$ cat config.mk
export PLATFORM = sky130hd
export DESIGN_NAME = mem_stage
export DESIGN_NICKNAME = d
export VERILOG_FILES = /design/src/rtl/mem_stage.sv
export SDC_FILE = /design/constraint.sdc
export NUM_CORES = 1
export LEC_CHECK = 0
export ABC_AREA = 1
export BUFFER_PORTS_ARGS = -buffer_cell sky130_fd_sc_hd__buf_4
export CAP_MARGIN = 20
export CORE_AREA = 2 2 117 119
export DETAILED_ROUTE_END_ITERATION = 16
export DIE_AREA = 0 0 119 121
export PLACE_DENSITY = 0.86
export SETUP_SLACK_MARGIN = 0.4
export SLEW_MARGIN = 5
export SYNTH_ARGS = -nofsm -noshare
export SYNTH_HDL_FRONTEND = slang
export SYNTH_SLANG_ARGS = --single-unit
$ cat constraint.sdc
create_clock -name clk -period 5.15 [get_ports clk]
set_clock_uncertainty 0.15 [all_clocks]
set_input_delay 0.515 -clock clk [delete_from_list [all_inputs] [get_ports clk]]
set_output_delay 0.515 -clock clk [all_outputs]
set_load 0.05 [all_outputs]
$ cat src/rtl/mem_stage.sv
// -----------------------------------------------------------------------------
// mem_stage -- memory-access stage of the 5-stage MIPS pipeline.
//
// Registers the EX->MEM bus. A load's SRAM read data arrives in the first
// cycle the entry sits here. The data is aligned to the load address and
// sign- or zero-extended for lw/lb/lbu/lh/lhu. The stage then drives the
// MEM->WB bus and the combinational forward path back to decode.
//
// Optional build macro: MS_ADDR_CHK_EN
//   When defined, misaligned lw/lh/lhu loads raise ms_adel. Such a load has
//   its register write and its forward valid suppressed. When undefined,
//   ms_adel is tied low. The port list is the same in both builds.
//
// Ports
//   clk             in   core clock, rising edge
//   resetn          in   asynchronous active-low reset
//   ws_allowin      in   WB can accept this cycle
//   ms_allowin      out  MEM can accept from EX
//   es_to_ms_valid  in   EX bus valid
//   es_to_ms_bus    in   {lhu,lh,lbu,lb,lw,dest_valid,res_from_mem,gr_we,
//                        dest[4:0],result[31:0],pc[31:0]}
//   data_sram_rdata in   SRAM read data, valid the cycle after EX's request
//   ms_to_ws_valid  out  MEM bus valid
//   ms_to_ws_bus    out  {gr_we,dest[4:0],final_result[31:0],pc[31:0]}
//   ms_to_ds_fw     out  {valid,dest[4:0],final_result[31:0]}
//   ms_adel         out  load address-misalignment flag
// -----------------------------------------------------------------------------
module mem_stage #(
  parameter int ES_TO_MS_BUS_WD = 77,
  parameter int MS_TO_WS_BUS_WD = 70,
  parameter int MS_FW_WD        = 38
) (
  input  logic                       clk,
  input  logic                       resetn,
  input  logic                       ws_allowin,
  output logic                       ms_allowin,
  input  logic                       es_to_ms_valid,
  input  logic [ES_TO_MS_BUS_WD-1:0] es_to_ms_bus,
  input  logic [31:0]                data_sram_rdata,
  output logic                       ms_to_ws_valid,
  output logic [MS_TO_WS_BUS_WD-1:0] ms_to_ws_bus,
  output logic [MS_FW_WD-1:0]        ms_to_ds_fw,
  output logic                       ms_adel
);

  // Select, align and extend load data from the 32-bit read word.
  function automatic logic [31:0] load_align(input logic [31:0] w,
                                             input logic [1:0]  a,
                                             input logic lw, input logic lb,
                                             input logic lbu, input logic lh,
                                             input logic lhu);
    logic [7:0]         b;
    logic [15:0]        h;
    logic signed [7:0]  bs;
    logic signed [15:0] hs;
    logic signed [31:0] ext;
    case (a)
      2'd0:    b = w[7:0];
      2'd1:    b = w[15:8];
      2'd2:    b = w[23:16];
      default: b = w[31:24];
    endcase
    h  = a[1] ? w[31:16] : w[15:0];
    bs = b;
    hs = h;
    if (lw)       ext = w;
    else if (lb)  ext = bs;
    else if (lbu) ext = {24'b0, b};
    else if (lh)  ext = hs;
    else if (lhu) ext = {16'b0, h};
    else          ext = w;
    return $unsigned(ext);
  endfunction

  logic                       vld_p1;
  logic                       fresh_p1;
  logic                       hold_vld_p1;
  logic [ES_TO_MS_BUS_WD-1:0] bus_p1;
  logic [31:0]                rdata_hold_p1;

  logic        ld_lhu, ld_lh, ld_lbu, ld_lb, ld_lw;
  logic        dest_valid, res_from_mem, gr_we;
  logic [4:0]  dest;
  logic [31:0] result, pc;
  logic [31:0] mem_data, final_result;
  logic        ms_ready_go, accept, leave, capture, gr_we_out, fw_valid;

  assign {ld_lhu, ld_lh, ld_lbu, ld_lb, ld_lw, dest_valid, res_from_mem,
          gr_we, dest, result, pc} = bus_p1;

  assign ms_ready_go    = 1'b1;
  assign ms_allowin     = !vld_p1 || (ms_ready_go && ws_allowin);
  assign ms_to_ws_valid = vld_p1 && ms_ready_go;
  assign accept         = es_to_ms_valid && ms_allowin;
  assign leave          = ms_to_ws_valid && ws_allowin;
  // SRAM output follows EX's next address, so a stalled load must keep its
  // first-cycle data locally.
  assign capture        = fresh_p1 && res_from_mem && !ws_allowin;

  // ---- stage p1: MEM registers ----
  always_ff @(posedge clk or negedge resetn) begin
    if (!resetn) begin
      vld_p1      <= 1'b0;
      fresh_p1    <= 1'b0;
      hold_vld_p1 <= 1'b0;
    end else begin
      if (ms_allowin) vld_p1 <= es_to_ms_valid;
      fresh_p1 <= accept;
      if (capture)    hold_vld_p1 <= 1'b1;
      else if (leave) hold_vld_p1 <= 1'b0;
    end
  end

  always_ff @(posedge clk) begin
    if (accept)  bus_p1        <= es_to_ms_bus;
    if (capture) rdata_hold_p1 <= data_sram_rdata;
  end

  // ---- stage p1 -> WB / decode forward: combinational outputs ----
  assign mem_data     = hold_vld_p1 ? rdata_hold_p1 : data_sram_rdata;
  assign final_result = res_from_mem
                        ? load_align(mem_data, result[1:0], ld_lw, ld_lb,
                                     ld_lbu, ld_lh, ld_lhu)
                        : result;

`ifdef MS_ADDR_CHK_EN
  assign ms_adel = vld_p1 && ((ld_lw && (result[1:0] != 2'b00)) ||
                              ((ld_lh || ld_lhu) && result[0]));
`else
  assign ms_adel = 1'b0;
`endif

  assign gr_we_out    = gr_we && vld_p1 && !ms_adel;
  assign fw_valid     = vld_p1 && dest_valid && !ms_adel;
  assign ms_to_ws_bus = {gr_we_out, dest, final_result, pc};
  assign ms_to_ds_fw  = {fw_valid, dest, final_result};

endmodule

==> tab_implementation.tex <==
\begin{tabular}{lr}
\hline
Metric & Value \\
\hline
\multicolumn{2}{l}{\textbf{Drt}} \\
DR vias & 4302 \\
Number of DRC violations after detailed routing & 0 \\
Final WL & 14500 µm \\
Detailed-router iteration count before antenna repair & 5 \\
Average wire per cell in the routed design & 16.3 µm \\
Initial DRC Count & 230 \\
Remaining antenna violation count after routing & 0 \\
Via-per-instance ratio & 4.84 \\
\multicolumn{2}{l}{\textbf{STA}} \\
Final critical-path required period & 3.24 ns \\
Number of setup violations in the final report & 0 \\
Final-report hold violation count & 0 \\
Slew HR & 0.346 \\
RSZ-0062 raised after global routing & no \\
Number of pins with negative max-slew slack in the final report & 0 \\
Achievable Freq & 309 MHz \\
Sum of negative setup slack & 0 ns \\
Slew at the pin closest to its max-slew limit & 0.982 ns \\
Crit share post-route & 0.629 \\
\multicolumn{2}{l}{\textbf{Outcome}} \\
Run status & finished, final reports clean \\
\multicolumn{2}{l}{\textbf{Final layout}} \\
Antenna fix cells & 0 \\
Fraction of layout cells with a size suffix above 1 & 0.388 \\
Non-Filler Instances & 888 \\
Most frequent standard cell in the layout excluding fill and tap cells & sky130\_fd\_sc\_hd\_\_buf\_4 \\
Layout-stage area growth over the synthesis result & 26.8\% \\
Top library cells by usage in the layout, fill and taps aside & sky130\_fd\_sc\_hd\_\_buf\_4 (226), sky130\_fd\_sc\_hd\_\_nand2\_1 (158), sky130\_fd\_sc\_hd\_\_edfxtp\_1 (109) \\
Total number of nets in the final design & 820 \\
\multicolumn{2}{l}{\textbf{Clocking}} \\
Clock transition at the registers of the reported paths & 0.08 ns \\
H-tree lvl count & 3 \\
Clock insertion delay at the later pin of the skew report & 0.35 ns \\
Post-CTS Repair Setup Buffers & 0 \\
CTS resizes & 0 \\
Root Buffer & sky130\_fd\_sc\_hd\_\_clkbuf\_16 \\
Number of buffers inserted for hold repair after clock tree synthesis & 1 \\
Clock tree from TritonCTS & built \\
Buffer depth of the longest clock path & 2 \\
Number of sinks handled by clock tree synthesis & 112 \\
TritonCTS Buffers & 9 \\
\multicolumn{2}{l}{\textbf{Die}} \\
Std-Cell Core Area & 13100 µm² \\
Starting density of the core & 0.436 \\
Die Wd & 119 µm \\
Placement row count & 42 \\
Height of the die & 121 µm \\
IO Count & 224 \\
Total Die Area & 14400 µm² \\
\multicolumn{2}{l}{\textbf{Logic synthesis}} \\
Average cell area after synthesis & 10.1 µm² \\
Post-synthesis sequential element count & 112 \\
Combined area of all synthesized cells & 5710 µm² \\
Post-Synthesis Cells & 566 \\
Seq/Total Area, Yosys & 0.587 \\
Number of distinct library cells after synthesis & 33 \\
Count of warnings emitted by yosys & 0 \\
Number of nets in the synthesized netlist & 679 \\
\multicolumn{2}{l}{\textbf{GRT}} \\
Wire length of the first global-routing pass & 22400 µm \\
Pin count of the biggest net entering global routing & 79 \\
Via count of the first global-routing pass & 4376 \\
Global-route usage over all layers & 0.205 \\
Initial antenna violation count & 0 \\
Total grt overflow & 0 \\
\multicolumn{2}{l}{\textbf{Setup path}} \\
Crit path DAT & 2.58 ns \\
Worst-path fanout max & 11 \\
Element type at the critical path start & flip-flop \\
Worst endpoint required time & 4.49 ns \\
Category of the critical setup timing path & flip-flop to output pin \\
Critical Path End Type & output pin \\
\multicolumn{2}{l}{\textbf{Placement}} \\
HPWL after detailed placement & 11000 µm \\
Cell count after placement & 871 \\
Port Buffer Count & 222 \\
Routability-driven placement congestion ratio & 0.922 \\
\multicolumn{2}{l}{\textbf{Power and ir drop}} \\
PwrDens & 336 nW/µm² \\
Leakage power & 0.00324 µW \\
Peak supply drop & 0.000247 V \\
Post-layout total power & 2430 µW \\
\multicolumn{2}{l}{\textbf{Flow run}} \\
Count of maximum capacitance violations & 0 \\
\multicolumn{2}{l}{\textbf{Min path}} \\
Worst min path class & primary input to flip-flop \\
\hline
\end{tabular}
[kinds of logic (layout without fill, tap and decap cells)]
group | count (synthesis) | in the layout | synth area share
compound gates | 69 | 69 | 0.0748
buf+inv | 130 | 276 | 0.147
flops | 112 | 112 | 0.587
mux | 2 | 2 | 0.00351
other cells | 1 | 1 | 0.000657
simple gates | 252 | 252 | 0.187
[per-stage QoR]
step	worst slack, ns	area, µm²	hold slack (ns)	utilization
2_1_floorplan	1.73	5710	0.0694	-
3_3_place_gp	2.37	6930	0.158	0.530
3_5_place_dp	2.33	6930	0.160	0.530
4_1_cts	1.93	7240	0.162	0.553
5_1_grt	1.76	7240	0.161	0.553
6_report	1.91	7240	0.174	0.553
[state kept, by name (all words and copies together), names as in the netlist]
signal          count
bus_p1             77
fresh_p1            1
ms_to_ws_valid      1
rdata_hold_p1      32
hold_vld_p1         1
[final cells by class]
type	count	area [µm²]
Sequential cell	112	3350
Tap cell	176	220
Clock inverter	7	70.1
Fill cell	1121	5850
Timing Repair Buffer	227	1710
Clock buffer	9	225
Multi-Input combinational cell	324	1530
Inverter	33	134
[final timing paths]
check                                 from               end  slack, ns  cells past startpoint
min in group asynchronous           resetn          fresh_p1       0.35                      2
setup / recovery                bus_p1[73]  ms_to_ws_bus[40]       1.91                      8
max in group asynchronous           resetn       hold_vld_p1       4.41                      2
hold reg to reg             ms_to_ws_valid       hold_vld_p1       0.48                      1
setup reg to reg            ms_to_ws_valid        bus_p1[38]       3.18                      2
hold / removal             es_to_ms_bus[7]         bus_p1[7]       0.17                      1
[critical path, stage by stage (launching register included)]
cell	delay [ns]
sky130_fd_sc_hd__edfxtp_1	0.46
sky130_fd_sc_hd__nor2_4	0.27
sky130_fd_sc_hd__inv_2	0.12
sky130_fd_sc_hd__nor2_1	0.50
sky130_fd_sc_hd__nand2_1	0.11
sky130_fd_sc_hd__nand2_1	0.10
sky130_fd_sc_hd__nand2_1	0.05
sky130_fd_sc_hd__a21oi_1	0.32
sky130_fd_sc_hd__buf_4	0.27
[per-layer routing]
metal  vias up  wire length, µm  GRT usage
li1       2079                -          -
met1      1975             5530      0.244
met2       224             7390      0.358
met3        24             1210     0.0503
met4         0              334     0.0789
met5         -                0          0
[cell usage after synthesis, drive strengths merged]
| cell | n | area (µm²) |
|---|---|---|
| or2 | 4 | 25.0 |
| edfxtp | 109 | 3270 |
| buf | 89 | 674 |
| inv | 32 | 130 |
| nand2 | 166 | 653 |
| dfrtp | 3 | 75.1 |
| conb | 1 | 3.75 |
| nor3 | 1 | 5.00 |
| nand3 | 17 | 108 |
| clkbuf | 8 | 30.0 |
| a21oi | 46 | 302 |
| a22oi | 3 | 22.5 |
| and2 | 1 | 6.26 |
| mux2i | 2 | 20.0 |
| nor2 | 61 | 260 |
| nand4 | 2 | 12.5 |
| clkinv | 1 | 3.75 |
| o21ai | 18 | 90.1 |
| o22ai | 2 | 12.5 |
[power by group]
part	switching, µW	internal [µW]	leakage (µW)	total [µW]
registers	18.3	1050	0.00106	1070
clock network	346	344	0.000147	690
logic	469	204	0.00203	673
Note: power is estimated with default switching activity, not from simulation.
